### src/rtl/ddr3_pg_ring_sched_if.sv
// Signal bundle between the page-ring scheduler and its environment.
// The master modport is the scheduler. The slave modport covers the producer,
// the consumer, the DDR3 page-transfer controller and the status observers.
interface ddr3_pg_ring_sched_if #(
    parameter int unsigned N_PAGES_W = 12
);
    logic                 wr_pg_req;
    logic                 wr_pg_ack;
    logic                 rd_pg_req;
    logic                 rd_pg_ack;
    logic                 pg_req;
    logic                 pg_optype;
    logic [27:0]          pg_req_addr;
    logic                 pg_ack;
    logic [N_PAGES_W:0]   n_pages_used;
    logic                 empty;
    logic                 full;
    logic                 busy;
    logic [15:0]          ovfl_cnt;

    modport master (
        input  wr_pg_req,
        input  rd_pg_req,
        input  pg_ack,
        output wr_pg_ack,
        output rd_pg_ack,
        output pg_req,
        output pg_optype,
        output pg_req_addr,
        output n_pages_used,
        output empty,
        output full,
        output busy,
        output ovfl_cnt
    );

    modport slave (
        output wr_pg_req,
        output rd_pg_req,
        output pg_ack,
        input  wr_pg_ack,
        input  rd_pg_ack,
        input  pg_req,
        input  pg_optype,
        input  pg_req_addr,
        input  n_pages_used,
        input  empty,
        input  full,
        input  busy,
        input  ovfl_cnt
    );
endinterface

### src/rtl/ddr3_pg_ring_sched.sv
// Page-ring scheduler for the DDR3 page-transfer controller.
// DDR3 is treated as a circular buffer of fixed-size pages. A producer stores
// pages into it and a consumer fetches pages out of it. Both clients share one
// four-phase pg_req/pg_ack handshake to the controller.
// Write grants normally win. A pending read is forced through after
// RD_STARVE_MAX write grants in a row that passed it over.
// Optional feature macro: PG_RING_OVERWRITE_EN. When it is defined, a write to
// a full ring overwrites the oldest page and ovfl_cnt counts these overwrites.
module ddr3_pg_ring_sched #(
    parameter logic [27:0] BASE_ADDR      = 28'h0000000,
    parameter int unsigned PG_ADDR_STRIDE = 2048,
    parameter int unsigned N_PAGES_W      = 12,
    parameter int unsigned RD_STARVE_MAX  = 4
) (
    input  logic                   clk,
    input  logic                   rst,
    ddr3_pg_ring_sched_if.master   pg_bus
);

    typedef enum logic [1:0] {
        S_IDLE,
        S_ISSUE,
        S_RELEASE,
        S_CLIENT_ACK
    } state_t;

    localparam int unsigned        STARVE_W   = (RD_STARVE_MAX < 1) ? 1 : $clog2(RD_STARVE_MAX + 1);
    localparam logic [STARVE_W-1:0] STARVE_MAX = STARVE_W'(RD_STARVE_MAX);
    localparam logic [N_PAGES_W:0] FULL_COUNT = {1'b1, {N_PAGES_W{1'b0}}};
    localparam logic [27:0]        STRIDE     = 28'(PG_ADDR_STRIDE);

    state_t                 r_state;
    logic                   r_isWrite;
    logic [N_PAGES_W-1:0]   r_wrPtr;
    logic [N_PAGES_W-1:0]   r_rdPtr;
    logic [N_PAGES_W:0]     r_count;
    logic [STARVE_W-1:0]    r_starve;
    logic                   r_empty;
    logic                   r_full;
    logic                   r_pgReq;
    logic                   r_pgOptype;
    logic [27:0]            r_pgAddr;
    logic                   r_wrAck;
    logic                   r_rdAck;
`ifdef PG_RING_OVERWRITE_EN
    logic [15:0]            r_ovflCnt;
`endif

    logic                   w_wrElig;
    logic                   w_rdElig;
    logic                   w_grantWr;
    logic                   w_grantRd;
    logic                   w_clientReq;
    logic [27:0]            w_wrAddr;
    logic [27:0]            w_rdAddr;
    logic [N_PAGES_W:0]     w_countInc;
    logic [N_PAGES_W:0]     w_countDec;

    // Eligibility. In overwrite mode a full ring does not block the producer.
`ifdef PG_RING_OVERWRITE_EN
    assign w_wrElig = pg_bus.wr_pg_req;
`else
    assign w_wrElig = pg_bus.wr_pg_req & ~r_full;
`endif
    assign w_rdElig = pg_bus.rd_pg_req & ~r_empty;

    // Arbitration. Writes win unless the read has been passed over too often.
    assign w_grantRd = w_rdElig & (~w_wrElig | (r_starve >= STARVE_MAX));
    assign w_grantWr = w_wrElig & ~w_grantRd;

    // Page start addresses. The result wraps modulo the 28-bit app address space.
    assign w_wrAddr = BASE_ADDR + (28'(r_wrPtr) * STRIDE);
    assign w_rdAddr = BASE_ADDR + (28'(r_rdPtr) * STRIDE);

    assign w_countInc  = r_count + 1'b1;
    assign w_countDec  = r_count - 1'b1;
    assign w_clientReq = r_isWrite ? pg_bus.wr_pg_req : pg_bus.rd_pg_req;

    // Transfer FSM. It also holds the ring pointers, the fill count and all registered outputs.
    always_ff @(posedge clk or posedge rst) begin
        if (rst) begin
            r_state    <= S_IDLE;
            r_isWrite  <= 1'b0;
            r_wrPtr    <= '0;
            r_rdPtr    <= '0;
            r_count    <= '0;
            r_starve   <= '0;
            r_empty    <= 1'b1;
            r_full     <= 1'b0;
            r_pgReq    <= 1'b0;
            r_pgOptype <= 1'b0;
            r_pgAddr   <= '0;
            r_wrAck    <= 1'b0;
            r_rdAck    <= 1'b0;
`ifdef PG_RING_OVERWRITE_EN
            r_ovflCnt  <= '0;
`endif
        end else begin
            case (r_state)
                S_IDLE: begin
                    if (w_grantWr) begin
                        r_isWrite  <= 1'b1;
                        r_pgOptype <= 1'b1;
                        r_pgAddr   <= w_wrAddr;
                        r_pgReq    <= 1'b1;
                        r_state    <= S_ISSUE;
                        if (w_rdElig && (r_starve < STARVE_MAX)) begin
                            r_starve <= r_starve + 1'b1;
                        end
                    end else if (w_grantRd) begin
                        r_isWrite  <= 1'b0;
                        r_pgOptype <= 1'b0;
                        r_pgAddr   <= w_rdAddr;
                        r_pgReq    <= 1'b1;
                        r_starve   <= '0;
                        r_state    <= S_ISSUE;
                    end
                end
                S_ISSUE: begin
                    if (pg_bus.pg_ack) begin
                        r_pgReq <= 1'b0;
                        r_state <= S_RELEASE;
                        if (r_isWrite) begin
                            r_wrPtr <= r_wrPtr + 1'b1;
`ifdef PG_RING_OVERWRITE_EN
                            if (r_full) begin
                                r_rdPtr <= r_rdPtr + 1'b1;
                                if (r_ovflCnt != 16'hFFFF) begin
                                    r_ovflCnt <= r_ovflCnt + 1'b1;
                                end
                            end else begin
                                r_count <= w_countInc;
                                r_empty <= 1'b0;
                                r_full  <= (w_countInc == FULL_COUNT);
                            end
`else
                            r_count <= w_countInc;
                            r_empty <= 1'b0;
                            r_full  <= (w_countInc == FULL_COUNT);
`endif
                        end else begin
                            r_rdPtr <= r_rdPtr + 1'b1;
                            r_count <= w_countDec;
                            r_empty <= (w_countDec == '0);
                            r_full  <= 1'b0;
                        end
                    end
                end
                S_RELEASE: begin
                    if (!pg_bus.pg_ack) begin
                        if (r_isWrite) begin
                            r_wrAck <= 1'b1;
                        end else begin
                            r_rdAck <= 1'b1;
                        end
                        r_state <= S_CLIENT_ACK;
                    end
                end
                S_CLIENT_ACK: begin
                    if (!w_clientReq) begin
                        r_wrAck <= 1'b0;
                        r_rdAck <= 1'b0;
                        r_state <= S_IDLE;
                    end
                end
                default: begin
                    r_state <= S_IDLE;
                end
            endcase
        end
    end

    assign pg_bus.pg_req       = r_pgReq;
    assign pg_bus.pg_optype    = r_pgOptype;
    assign pg_bus.pg_req_addr  = r_pgAddr;
    assign pg_bus.wr_pg_ack    = r_wrAck;
    assign pg_bus.rd_pg_ack    = r_rdAck;
    assign pg_bus.n_pages_used = r_count;
    assign pg_bus.empty        = r_empty;
    assign pg_bus.full         = r_full;
    assign pg_bus.busy         = (r_state != S_IDLE);
`ifdef PG_RING_OVERWRITE_EN
    assign pg_bus.ovfl_cnt     = r_ovflCnt;
`else
    assign pg_bus.ovfl_cnt     = 16'd0;
`endif

endmodule

### src/flat_wrapper.sv
// flat-port wrapper written by rule: the top's interface ports become plain ports
module ddr3_pg_ring_sched_flat 
#(
    parameter logic [27:0] BASE_ADDR      = 28'h0000000,
    parameter int unsigned PG_ADDR_STRIDE = 2048,
    parameter int unsigned N_PAGES_W      = 12,
    parameter int unsigned RD_STARVE_MAX  = 4
)
  (clk, rst, pg_bus_wr_pg_req, pg_bus_rd_pg_req, pg_bus_pg_ack, pg_bus_wr_pg_ack, pg_bus_rd_pg_ack, pg_bus_pg_req, pg_bus_pg_optype, pg_bus_pg_req_addr, pg_bus_n_pages_used, pg_bus_empty, pg_bus_full, pg_bus_busy, pg_bus_ovfl_cnt);
  ddr3_pg_ring_sched_if #(.N_PAGES_W(N_PAGES_W)) pg_bus_i ();
  input  logic clk;
  input  logic rst;
  input wire logic [$bits(pg_bus_i.wr_pg_req)-1:0] pg_bus_wr_pg_req;
  input wire logic [$bits(pg_bus_i.rd_pg_req)-1:0] pg_bus_rd_pg_req;
  input wire logic [$bits(pg_bus_i.pg_ack)-1:0] pg_bus_pg_ack;
  output wire logic [$bits(pg_bus_i.wr_pg_ack)-1:0] pg_bus_wr_pg_ack;
  output wire logic [$bits(pg_bus_i.rd_pg_ack)-1:0] pg_bus_rd_pg_ack;
  output wire logic [$bits(pg_bus_i.pg_req)-1:0] pg_bus_pg_req;
  output wire logic [$bits(pg_bus_i.pg_optype)-1:0] pg_bus_pg_optype;
  output wire logic [$bits(pg_bus_i.pg_req_addr)-1:0] pg_bus_pg_req_addr;
  output wire logic [$bits(pg_bus_i.n_pages_used)-1:0] pg_bus_n_pages_used;
  output wire logic [$bits(pg_bus_i.empty)-1:0] pg_bus_empty;
  output wire logic [$bits(pg_bus_i.full)-1:0] pg_bus_full;
  output wire logic [$bits(pg_bus_i.busy)-1:0] pg_bus_busy;
  output wire logic [$bits(pg_bus_i.ovfl_cnt)-1:0] pg_bus_ovfl_cnt;
  assign pg_bus_i.wr_pg_req = pg_bus_wr_pg_req;
  assign pg_bus_i.rd_pg_req = pg_bus_rd_pg_req;
  assign pg_bus_i.pg_ack = pg_bus_pg_ack;
  assign pg_bus_wr_pg_ack = pg_bus_i.wr_pg_ack;
  assign pg_bus_rd_pg_ack = pg_bus_i.rd_pg_ack;
  assign pg_bus_pg_req = pg_bus_i.pg_req;
  assign pg_bus_pg_optype = pg_bus_i.pg_optype;
  assign pg_bus_pg_req_addr = pg_bus_i.pg_req_addr;
  assign pg_bus_n_pages_used = pg_bus_i.n_pages_used;
  assign pg_bus_empty = pg_bus_i.empty;
  assign pg_bus_full = pg_bus_i.full;
  assign pg_bus_busy = pg_bus_i.busy;
  assign pg_bus_ovfl_cnt = pg_bus_i.ovfl_cnt;
  ddr3_pg_ring_sched #(.BASE_ADDR(BASE_ADDR), .PG_ADDR_STRIDE(PG_ADDR_STRIDE), .N_PAGES_W(N_PAGES_W), .RD_STARVE_MAX(RD_STARVE_MAX)) u_core (.clk(clk), .rst(rst), .pg_bus(pg_bus_i));
endmodule
### config.mk
export PLATFORM = sky130hd
export DESIGN_NAME = ddr3_pg_ring_sched_flat
export DESIGN_NICKNAME = d
export VERILOG_FILES = /design/src/rtl/ddr3_pg_ring_sched_if.sv /design/src/rtl/ddr3_pg_ring_sched.sv /design/src/flat_wrapper.sv
export SDC_FILE = /design/constraint.sdc
export NUM_CORES = 1
export LEC_CHECK = 0
export BUFFER_PORTS_ARGS = -buffer_cell sky130_fd_sc_hd__buf_2
export CORE_MARGIN = 3
export CORE_UTILIZATION = 50
export DETAILED_ROUTE_END_ITERATION = 10
export GPL_TIMING_DRIVEN = 0
export PLACE_DENSITY = 0.87
export REMOVE_ABC_BUFFERS = 1
export SETUP_SLACK_MARGIN = 0.5
export SYNTH_ARGS = -nofsm -noshare
export SYNTH_HDL_FRONTEND = slang
export SYNTH_SLANG_ARGS = --single-unit
### constraint.sdc
create_clock -name clk -period 2.05 [get_ports clk]
set_input_delay 0.1025 -clock clk [delete_from_list [all_inputs] [get_ports clk]]
set_output_delay 0.1025 -clock clk [all_outputs]
set_load 0.05 [all_outputs]
# Word-level counts from Yosys, hierarchy flattened
# Index checks and enable logic that the tools add are counted.
[op_classes]
n_mux = 28
add_sub_neg = 5
bitwise_logic = 10
magnitude_cmp = 2
n_reduce_logical = 16
eq_ne = 11
[ops]
columns = ["cell", "n"]
rows = [
  ["$mux 28", 2],
  ["$add 12x1->12 const B", 2],
  ["$add 13x1->13 const B", 1],
  ["$eq 13x13->1 const B", 1],
  ["$logic_not 13->1", 1],
  ["$mux 1", 13],
  ["$mux 13", 1],
  ["$sub 13x1->13 const B", 1],
  ["$reduce_and 3->1", 4],
  ["$reduce_and 4->1", 3],
  ["$mux 2", 5],
  ["$ne 2x2->1 const B", 5],
  ["$mux 3", 3],
  ["$pmux 2 s4", 1],
  ["$reduce_bool 2->1", 4],
  ["$pmux 1 s2", 3],
  ["$not 1->1", 5],
  ["$and 1x1->1", 4],
  ["$eq 2x2->1 const B", 2],
  ["$reduce_and 2->1", 2],
  ["$add 3x1->3 const B", 1],
  ["$ge 3x3->1 const B", 1],
  ["$lt 3x3->1 const B", 1],
  ["$ne 3x1->1 const B", 1],
  ["other kinds (5)", 5],
]
[word_totals]
inputBits = 5
out_inout_bits = 64
register_bits = 76

# Logic depth before layout (Yosys ltp)
# Gate-level depths: netlist (run 1).
[depth]
word_depth = 9
depth_mapped = 9

# Worst setup path after synthesis (run 1)
# No wires, ideal clock.
[synth_path]
path_kind = "reg2reg"
startpoint = "register u_core.r_count[1], in the netlist u_core.pg_bus.n_pages_used[1]"
endpoint = "register u_core.r_count[8], in the netlist u_core.pg_bus.n_pages_used[8]"
required_ns = 1.971
path_stages_with_launch = 10
setup_ns = 0.079
t_arrival_ns = 2.415
path_slack_ns = -0.444
cell_sequence = "dfrtp_1 buf_2 inv_1 ha_1 buf_2 or4b_2 nor4b_1 a31oi_1 nor2_1 xor2_1"
[synth_between]
elab_chain_len = 2
word_cells_on_any_way = 3
cone_classes = "add/sub (2); mux (1)"
[synth_rtl]
columns = ["item", "line", "text"]
rows = [
  ["from (decl)", "ddr3_pg_ring_sched.sv:36", "logic [N_PAGES_W:0] r_count;"],
  ["from (signal assigned)", "ddr3_pg_ring_sched.sv:137", "r_count <= w_countInc;"],
  ["from (signal assigned)", "ddr3_pg_ring_sched.sv:143", "r_count <= w_countDec;"],
  ["$sub 13x1->13 / $add 13x1->13 (equally long branches)", "ddr3_pg_ring_sched.sv:76, ddr3_pg_ring_sched.sv:75", ""],
  ["$mux 13 (*)", "ddr3_pg_ring_sched.sv:123", "if (r_isWrite) begin"],
]
# Mark *: on every way between the ends. The rest lies on a longest branch, timed or not.
# A chain may end at the register's enable or synchronous reset.

# Worst setup path in the final report (run 1)
[layout_path]
startpoint = "register u_core.r_count[8], in the netlist u_core.pg_bus.n_pages_used[8]"
endpoint = "register u_core.r_empty, in the netlist u_core.pg_bus.empty"
[layout_between]
elab_chain_len = 3
[layout_rtl]
columns = ["item", "line", "text"]
rows = [
  ["$sub 13x1->13", "ddr3_pg_ring_sched.sv:76", "assign w_countDec = r_count - 1'b1;"],
  ["$logic_not 13->1", "ddr3_pg_ring_sched.sv:144", "r_empty <= (w_countDec == '0);"],
  ["$mux 1", "ddr3_pg_ring_sched.sv:123", ""],
  ["to (signal assigned)", "ddr3_pg_ring_sched.sv:144", ""],
  ["to (decl)", "ddr3_pg_ring_sched.sv:38", "logic r_empty;"],
]
# No other way between the ends.

==> results of run 1 <==
## per-stage QoR
step                cells  area, µm²  total power, W
global placement      492       3704        0.004607
global route          551       4684        0.007620
floorplan             360       3403        0.004034
finish                551       4684        0.007331
CTS                   542       4472        0.006704
detailed placement    493       3724        0.004699
## power by group
part           total [W]  switching [W]  internal [W]
combinational    0.00395        0.00240       0.00156
sequential       0.00215       0.000633       0.00152
clock            0.00122       0.000531      0.000692
total            0.00733        0.00356       0.00377
## worst max-delay path, stage by stage (launching register included)
cell and delay, ns:
dfrtp_1 0.52, nor4_2 0.57, nand3_1 0.21, xor2_2 0.27
nand3_2 0.15, o31ai_2 0.25
## flip-flops by register name, indices dropped and copies added, names as in the netlist
signal / flops
u_core.pg_bus.n_pages_used: 13
u_core.pg_bus.pg_req_addr: 12
u_core.r_rdPtr: 12
u_core.r_wrPtr: 12
u_core.r_starve: 3
u_core.r_state: 2
u_core.pg_bus.empty: 1
u_core.pg_bus.full: 1
u_core.pg_bus.pg_req: 1
u_core.pg_bus.rd_pg_ack: 1
u_core.pg_bus.wr_pg_ack: 1
u_core.r_isWrite: 1
## cells in the final DEF, fill, tap and decap left out, types with 9 or more instances in the layout
cell	n
buf_2	35
xnor2_1	21
nand4_1	10
nand3_1	10
buf_4	27
o21ai_0	17
nor2_1	14
mux2i_1	16
conb_1	32
nand2_1	40
xor2_1	16
buf_6	13
clkbuf_8	9
dfrtp_1	50
## repair_timing
| action | in CTS | in global routing |
|---|---|---|
| endpoints found under the hold margin | 23 | 0 |
| setup endpoints to repair | 56 | 49 |
| hold buffers | 1 | 0 |
| resized for setup | 72 | 31 |
| buffers inserted | 32 | 7 |
| pin swaps | 23 | 15 |
| gates cloned | 0 | 2 |
## layer usage
metal  track usage  up-vias  part of all wire
met5             0        -                 0
met4       0.09422        0             0.030
met3       0.04805       36             0.083
met2        0.3771      202              0.50
met1        0.2862     1570              0.39
li1              -     1410                 -
## area by class of cell
type                       count  area share
multi-input combinational    291      0.4744
sequential                    60      0.3243
timing repair buffer          77      0.1183
clock buffer                   9     0.02644
tap                           96     0.02564
clock inverter                 7     0.02110
inverter                      11    0.009882
## cell families after synthesis
family / after synthesis / share of synthesized area
AOI/OAI and AO/OA: 55 / 0.09787
xor gates and xnor gates: 38 / 0.09166
adders and majority gates: 10 / 0.03446
buffers and inverters: 67 / 0.1061
DFF: 60 / 0.4139
muxes: 21 / 0.05961
other: 1 / 0.001033
and+or+nand+nor: 133 / 0.1954
## final timing paths
| check | from | to | slack (ns) | cells past startpoint |
|---|---|---|---|---|
| setup / recovery | u_core.pg_bus.n_pages_used[8] | u_core.pg_bus.empty | 0.007 | 5 |
| hold / removal | pg_bus_rd_pg_req | u_core.r_starve[2] | 0.25 | 3 |
| setup reg to reg | u_core.pg_bus.n_pages_used[8] | u_core.pg_bus.empty | 0.007 | 5 |
| hold reg to reg | u_core.pg_bus.pg_req_addr[14] | u_core.pg_bus.pg_req_addr[14] | 0.47 | 2 |
| max in group asynchronous | rst | u_core.pg_bus.empty | 1.07 | 4 |
| min in group asynchronous | rst | u_core.r_rdPtr[9] | 0.33 | 3 |
==> reports/results.ini, run 1 <==
[status]
status=finished clean

[sta]
rsz0062_at_grt=yes
setup_violations=0
post-route-period-util=0.9965
drv_slew=0
hold_viol_final=0
finalWorstSetupSlack_ns=0.007236
max_slew_margin=0.6485
setup_tns_ns=0
fmax_mhz=489.5
period_needed_ns=2.043
tightest_slew_ns=0.5229
clock_skew_ns=0.008883
whs_ns=0.2483

[placement]
dp_worst_setup_slack_ns=-0.4232
globalplace.congestion=0.8735
port_buffers=36
hpwlAfterDp_um=5108

[clocking]
cts-buffers-inserted=9
cts_tree=yes
clock_latency_ns=0.36
cts.clk_slew.worst_paths_ns=0.07
cts_sinks=60
root_buffer=clkbuf_8
htreeDepth=3
cts.path.max_buffers=2

[synth]
yosysMostFrequentCell=dfrtp_1
synth_cell_type_count=56
avgSynthCellArea_um2=9.431
synth_flop_cell=dfrtp_1
synth_area_leaders=dfrtp_1, buf_4, xnor2_1, mux2i_1, nand2_1
synth_top_area_share=0.4066
synth_edf_count=0
syn_inst=385
synthesis.area_um2=3631
synth_common_cells=dfrtp_1, nand2_1, buf_4
synthArstFlopShare=1.000
seq_area_frac_synth=0.4139
synth-seq-cells=60
yosys_warnings=0
synth_top_area_cell=dfrtp_1

[detailed_routing]
vias=3218
via_per_inst=5.840
drt_iter0_drc=344
routedWlPerCell_um=18.56
firstDrtPassIters=6
wirelength_um=10230
detail-route-antenna-nets=0
drc_errors=0

[floorplan]
coreArea_um2=6907
dieArea_um2=8320
die_width_um=91.22
die_h_um=91.22
start_util=0.5257
pin_count=69
fp-row-count=30

[power_and_ir_drop]
power.density_nw_per_um2=1565
cellLeakagePower_nw=2.136
ir_worst_vdd_mv=1.012

[final_layout]
n_fill_cell=480
n_antenna_cell=0
nNetsFinal=465
drive_gt1_frac=0.3780
fin_util=0.6783
area_growth_pct=29.01
multi_input_area_um2=2222
seq_area_um2=1519

[critical_path]
cp-end-kind=flop
worstPathRequired_ns=2.32
startpoint_type=flop
worstSetupPathType=reg -> reg
arrival_ns=2.31
critPathMaxFanout=10

[hold_path]
hold_path_class=in -> reg

[global_route]
gr-total-overflow=0
grt_pass1_vias=2966
grt_max_degree=38
grt_use_total=0.2268
grt_pass1_wl_um=14950
grt_antenna_before_repair=0

[flow_run]
cap_viol_max_count=0

Note: power is estimated with default switching activity, not from simulation.
==> inputs of run 2 (changes only) <==
--- a/config.mk
+++ b/config.mk
@@ -5,12 +5,12 @@
 export SDC_FILE = /design/constraint.sdc
 export NUM_CORES = 1
 export LEC_CHECK = 0
-export BUFFER_PORTS_ARGS = -buffer_cell sky130_fd_sc_hd__buf_2
 export CORE_MARGIN = 3
-export CORE_UTILIZATION = 50
+export CORE_UTILIZATION = 51
 export DETAILED_ROUTE_END_ITERATION = 10
+export DONT_BUFFER_PORTS = 1
 export GPL_TIMING_DRIVEN = 0
-export PLACE_DENSITY = 0.87
+export PLACE_DENSITY = 0.8
 export REMOVE_ABC_BUFFERS = 1
 export SETUP_SLACK_MARGIN = 0.5
 export SYNTH_ARGS = -nofsm -noshare
==> run 2 against run 1 <==
The run now ends with setup timing left. Sequential power up 35%. Worst hold slack worse by 0.15 ns. Worst setup slack worse by 0.16 ns. Cell area down 2.0%. Non-clock buffer count down 37. Critical path type unchanged. Highest routed layer unchanged.
==> reports/results.ini, run 2 (same netlist as run 1, synthesis figures left out) <==
[status]
status=finished with violations  ; was finished clean
violations=setup timing

[detailed_routing]
firstDrtPassIters=7  ; was 6
routedWlPerCell_um=21.67  ; was 18.56 µm
detail-route-antenna-nets=0  ; unchanged
via_per_inst=6.271  ; was 5.840
vias=3236  ; was 3218
drt_iter0_drc=489  ; was 344
wirelength_um=11180  ; was 10230 µm
drc_errors=0  ; unchanged

[final_layout]
n_antenna_cell=0  ; unchanged
fin_util=0.6718  ; was 0.6783
area_growth_pct=26.40  ; was 29.01%
largest_reg_flops=13  ; unchanged
final_cell_mix=dfrtp_1, nand2_1, conb_1  ; was dfrtp_1, nand2_1, buf_2
nNetsFinal=430  ; was 465
final_common_cell=dfrtp_1  ; unchanged
drive_gt1_frac=0.3762  ; was 0.3780

[sta]
max_slew_margin=0.4665  ; was 0.6485
rsz0062_at_grt=yes  ; unchanged
finalWorstSetupSlack_ns=-0.1569  ; was 0.007236 ns
drv_slew=0  ; unchanged
whs_ns=0.09479  ; was 0.2483 ns
fmax_mhz=453.1  ; was 489.5 MHz
tightest_slew_ns=0.8002  ; was 0.5229 ns
hold_viol_final=0  ; unchanged
clock_skew_ns=0.01384  ; was 0.008883 ns
period_needed_ns=2.207  ; was 2.043 ns
post-route-period-util=1.077  ; was 0.9965
setup_violations=7  ; was 0

[global_route]
gr-total-overflow=0  ; unchanged
grt_use_total=0.2371  ; was 0.2268
grt_max_degree=39  ; was 38
grt_pass1_wl_um=15480  ; was 14950 µm
grt_pass1_vias=2938  ; was 2966
grt_antenna_before_repair=0  ; unchanged

[floorplan]
pin_count=69  ; unchanged
dieArea_um2=8168  ; was 8320 µm²
coreArea_um2=6832  ; was 6907 µm²
fp-row-count=30  ; unchanged
die_h_um=90.38  ; was 91.22 µm
start_util=0.5315  ; was 0.5257
die_width_um=90.38  ; was 91.22 µm

[critical_path]
worstSetupStartpoint=u_core.pg_bus.n_pages_used[1]  ; was u_core.pg_bus.n_pages_used[8]
worstPathRequired_ns=2.27  ; was 2.32 ns
timing.rr.start=u_core.pg_bus.n_pages_used[1]  ; was u_core.pg_bus.n_pages_used[8]
worstSetupPathType=reg -> reg  ; unchanged
startpoint_type=flop  ; unchanged
cp-end-kind=flop  ; unchanged
critPathMaxFanout=8  ; was 10
arrival_ns=2.43  ; was 2.31 ns

[hold_path]
hold_path_class=in -> reg  ; unchanged
min_from=pg_bus_rd_pg_req  ; unchanged

[power_and_ir_drop]
p_sw_frac=0.5194  ; was 0.4856
power_frac_seq=0.419  ; was 0.294
power_frac_comb=0.440  ; was 0.539
ir_worst_vdd_mv=0.9165  ; was 1.012 mV
cellLeakagePower_nw=2.008  ; was 2.136 nW
power.density_nw_per_um2=1514  ; was 1565 nW/µm²
pwr-share-clk=0.142  ; was 0.167
power_switching_w=0.003608  ; was 0.003560 W
cellInternalPower_w=0.003338  ; was 0.003771 W

[clocking]
htreeDepth=3  ; unchanged
cts-buffers-inserted=9  ; unchanged
cts_tree=yes  ; unchanged
clock_latency_ns=0.35  ; was 0.36 ns
cts.path.max_buffers=2  ; unchanged
cts.clk_slew.worst_paths_ns=0.08  ; was 0.07 ns
cts_sinks=60  ; unchanged
root_buffer=clkbuf_8  ; unchanged

[placement]
port_buffers=0  ; was 36
hpwlAfterDp_um=5059  ; was 5108 µm
globalplace.congestion=0.8893  ; was 0.8735

[flow_run]
cap_viol_max_count=0  ; unchanged

## run 2: worst max-delay path: stages (launching register included)
cell       delay (ns)
dfrtp_4          0.59
ha_1             0.35
nand3_1          0.13
a2111oi_2        0.44
o2111ai_1        0.22
o31ai_1          0.35
## run 2: area by class of cell
cell class	count	area (µm²)
Timing Repair Buffer	40	370.4
Sequential cell	60	1540
Clock inverter	7	51.30
Fill cell	472	2242
Inverter	11	57.56
Clock buffer	9	123.9
Tap cell	96	120.1
Multi-Input combinational cell	293	2326
## run 2: final timing paths
| kind | cells after the start | slack [ns] | to |
|---|---|---|---|
| worst max register to register | 5 | -0.16 | u_core.pg_bus.full |
| worst max-delay path | 5 | -0.16 | u_core.pg_bus.full |
| worst min-delay path | 2 | 0.09 | u_core.r_starve[2] |
| min in group asynchronous | 2 | 0.25 | u_core.r_rdPtr[11] |
| worst min register to register | 1 | 0.48 | u_core.r_rdPtr[11] |
| max in group asynchronous | 3 | 1.14 | u_core.pg_bus.empty |
## run 2: power by group through the flow
| stage | sequential [W] | clock (W) | combinational [W] |
|---|---|---|---|
| 6_report | 0.00291 | 0.000983 | 0.00306 |
| 5_1_grt | 0.00294 | 0.00104 | 0.00326 |
| 4_1_cts | 0.00281 | 0.000961 | 0.00242 |
| 3_5_place_dp | 0.00279 | 0 | 0.00174 |
| 3_3_place_gp | 0.00277 | 0 | 0.00166 |
| 2_1_floorplan | 0.00259 | 0 | 0.00144 |
## run 2: metrics by stage
| stage | area, µm² | setup TNS, ns | worst slack, ns | std cells | total power (W) |
|---|---|---|---|---|---|
| floorplan | 3403 | -1.739 | -0.4186 | 360 | 0.004034 |
| global placement | 3523 | -15.93 | -0.7358 | 456 | 0.004430 |
| detailed placement | 3543 | -8.348 | -0.7530 | 457 | 0.004529 |
| CTS | 4156 | -0.1512 | -0.08420 | 498 | 0.006189 |
| global route | 4589 | -1.133 | -0.3210 | 516 | 0.007244 |
| finish | 4589 | -0.5813 | -0.1569 | 516 | 0.006946 |
## run 2: routing by layer
metal  up-vias  global-route usage  routed length, µm
met2       265              0.3827               5411
met1      1584              0.2954               4110
met5         -                   0                  0
met3        53             0.05583               1160
met4         0              0.1250                500
li1       1334                   -                  -
## run 2: repair_timing
| action | in CTS | in global routing |
|---|---|---|
| resized for setup | 70 | 83 |
| cloned | 3 | 1 |
| endpoints found under the setup margin | 59 | 45 |
| endpoints found under the hold margin | 22 | 0 |
| hold buffers | 1 | 0 |
| setup buffers | 21 | 17 |
| pin swaps | 26 | 27 |
==> inputs of run 3 (changes only) <==
--- a/config.mk
+++ b/config.mk
@@ -7,12 +7,14 @@
 export LEC_CHECK = 0
 export CORE_MARGIN = 3
 export CORE_UTILIZATION = 51
+export CTS_CLUSTER_SIZE = 14
 export DETAILED_ROUTE_END_ITERATION = 10
 export DONT_BUFFER_PORTS = 1
 export GPL_TIMING_DRIVEN = 0
-export PLACE_DENSITY = 0.8
+export PLACE_DENSITY = 0.77
 export REMOVE_ABC_BUFFERS = 1
 export SETUP_SLACK_MARGIN = 0.5
 export SYNTH_ARGS = -nofsm -noshare
 export SYNTH_HDL_FRONTEND = slang
 export SYNTH_SLANG_ARGS = --single-unit
+export TNS_END_PERCENT = 100
==> constraint.sdc (replaced) <==
create_clock -name clk -period 2.1 [get_ports clk]
set_input_delay 0.105 -clock clk [delete_from_list [all_inputs] [get_ports clk]]
set_output_delay 0.105 -clock clk [all_outputs]
set_load 0.05 [all_outputs]
==> run 3 against run 2 <==
The flow still finishes with violations (setup timing). Critical path depth grew 2. Global-route usage is 2.4 points lower. Sequential share of layout area rose by 2.1 points. Worst setup slack better by 0.088 ns. Power down 9.5%. Sequential power down 5%. Non-clock buffer count fell by 9. Flip-flop and latch count unchanged. Cell area fell by 5.9%. Largest cell class unchanged. Highest routed layer unchanged.
==> reports/results.ini, run 3 (same netlist as run 1, synthesis figures left out) <==
[critical_path]
crit_chain=inv_4 > ha_4 > or4b_4 > nor4b_2 > a21oi_1 > nor2_1 > xor2_1  ; was ha_1 > nand3_1 > a2111oi_2 > o2111ai_1 > o31ai_1
crit_buf_inv=1  ; was 0
slowest_delay_ns=0.60  ; was 0.59 ns
cp.depth=7  ; was 5
arrival_ns=2.41  ; was 2.43 ns
cp-end-kind=flop  ; unchanged
startpoint_type=flop  ; unchanged
worstPathRequired_ns=2.34  ; was 2.27 ns
worstSetupPathType=reg -> reg  ; unchanged
crit_slowest_cell=dfrtp_4  ; unchanged
critPathMaxFanout=8  ; unchanged
path_delay_family=simple AND/OR/NAND/NOR gates  ; was compound AO/OA/AOI/OAI gates
reg2reg_depth=7  ; was 5

[sta]
fmax_mhz=461.2  ; was 453.1 MHz
post-route-period-util=1.033  ; was 1.077
setup_tns_ns=-0.1280  ; was -0.5813 ns
clock_skew_ns=0.01111  ; was 0.01384 ns
rsz0062_at_grt=yes  ; unchanged
setup_violations=2  ; was 7
drv_slew=0  ; unchanged
tightest_slew_ns=0.7811  ; was 0.8002 ns
finalWorstSetupSlack_ns=-0.06849  ; was -0.1569 ns
period_needed_ns=2.168  ; was 2.207 ns
hold_viol_final=0  ; unchanged
max_slew_margin=0.4793  ; was 0.4665

[detailed_routing]
firstDrtPassIters=5  ; was 7
vias=2970  ; was 3236
wirelength_um=9086  ; was 11180 µm
via_per_inst=5.858  ; was 6.271
detail-route-antenna-nets=0  ; unchanged
routedWlPerCell_um=17.92  ; was 21.67 µm
drt_iter0_drc=227  ; was 489
drc_errors=0  ; unchanged

[hold_path]
hold_depth=3  ; was 2
hold_path_class=in -> reg  ; unchanged

[floorplan]
die_width_um=90.38  ; unchanged
pin_count=69  ; unchanged
coreArea_um2=6832  ; unchanged
start_util=0.5315  ; unchanged
dieArea_um2=8168  ; unchanged
fp-row-count=30  ; unchanged
die_h_um=90.38  ; unchanged

[final_layout]
n_antenna_cell=0  ; unchanged
area_growth_pct=18.99  ; was 26.40%
final_common_cell=dfrtp_1  ; unchanged
fin_util=0.6324  ; was 0.6718
n_fill_cell=550  ; was 472
final_cell_mix=dfrtp_1, nand2_1, conb_1  ; unchanged
largest_reg_flops=13  ; unchanged
nNetsFinal=421  ; was 430
drive_gt1_frac=0.2822  ; was 0.3762

[global_route]
gr-total-overflow=0  ; unchanged
grt_use_total=0.2129  ; was 0.2371
grt_pass1_wl_um=14020  ; was 15480 µm
grt_max_degree=32  ; was 39
grt_antenna_before_repair=0  ; unchanged
grt_pass1_vias=2806  ; was 2938

[flow_run]
cap_viol_max_count=0  ; unchanged

[status]
status=finished with violations  ; unchanged
violations=setup timing  ; unchanged

[clocking]
cts_sinks=60  ; unchanged
cts-buffers-inserted=9  ; unchanged
htreeDepth=3  ; unchanged
root_buffer=clkbuf_8  ; unchanged
cts.clk_slew.worst_paths_ns=0.08  ; about the same
clock_latency_ns=0.34  ; was 0.35 ns
cts_tree=yes  ; unchanged
cts.path.max_buffers=2  ; unchanged

[power_and_ir_drop]
cellLeakagePower_nw=1.894  ; was 2.008 nW
power.total_w=0.006283  ; was 0.006946 W
ir_worst_vdd_mv=0.9297  ; was 0.9165 mV
power.density_nw_per_um2=1454  ; was 1514 nW/µm²

[placement]
dp_worst_setup_slack_ns=-0.7576  ; was -0.7530 ns
port_buffers=0  ; unchanged
hpwlAfterDp_um=5039  ; was 5059 µm
globalplace.congestion=0.8879  ; was 0.8893

-- run 3: final timing paths --
check,end,startpoint,slack [ns]
max,u_core.pg_bus.n_pages_used[10],u_core.pg_bus.n_pages_used[1],-0.07
min,u_core.r_isWrite,pg_bus_wr_pg_req,0.12
max reg2reg,u_core.pg_bus.n_pages_used[10],u_core.pg_bus.n_pages_used[1],-0.07
min reg2reg,u_core.r_wrPtr[11],u_core.r_wrPtr[11],0.49
max in group asynchronous,u_core.r_isWrite,rst,1.18
min in group asynchronous,u_core.r_state[0],rst,0.32
-- run 3: area by class of cell --
| cell class | instances | area, µm² | area share |
|---|---|---|---|
| multi-input cells | 293 | 2167 | 0.5016 |
| repair buffers | 31 | 269.0 | 0.06226 |
| inverters | 11 | 50.05 | 0.01158 |
| clock buffers | 9 | 123.9 | 0.02867 |
| flip-flops and latches | 60 | 1539 | 0.3562 |
| well taps | 96 | 120.1 | 0.02780 |
| clock inverters | 7 | 51.30 | 0.01187 |
-- run 3: worst min-delay path: cells and delay by family --
family / cells / cell delay, ns
and+or+nand+nor: 1 / 0.07
AOI/OAI and AO/OA: 2 / 0.25
-- run 3: where the power goes --
part	switching (W)	total [W]	internal (W)
Combinational	0.00142	0.00258	0.00117
Sequential	0.00126	0.00276	0.00150
Clock	0.000505	0.000936	0.000431
Total	0.00318	0.00628	0.00310
-- run 3: what timing repair did --
action / in CTS / in global routing
cloned: 3 / 1
buffers inserted: 19 / 10
hold buffers: 1 / 0
gates resized for setup: 67 / 25
hold endpoints to repair: 28 / 0
pin swaps: 21 / 13
setup endpoints to repair: 59 / 42
-- run 3: per-stage QoR --
step	cell area, µm²	hold slack [ns]	std cells
6_report	4320	0.1197	507
4_1_cts	4115	0.1002	496
5_1_grt	4320	0.1386	507
3_3_place_gp	3523	0.4413	456
2_1_floorplan	3403	0.3469	360
3_5_place_dp	3543	0.1248	457
-- run 3: routing by layer --
| metal | up-vias | wire length [µm] | GRT usage |
|---|---|---|---|
| met5 | - | 0 | 0 |
| met4 | 0 | 233 | 0.08291 |
| met3 | 39 | 801 | 0.05583 |
| met2 | 148 | 4342 | 0.3348 |
| met1 | 1462 | 3709 | 0.2816 |
| li1 | 1321 | - | - |
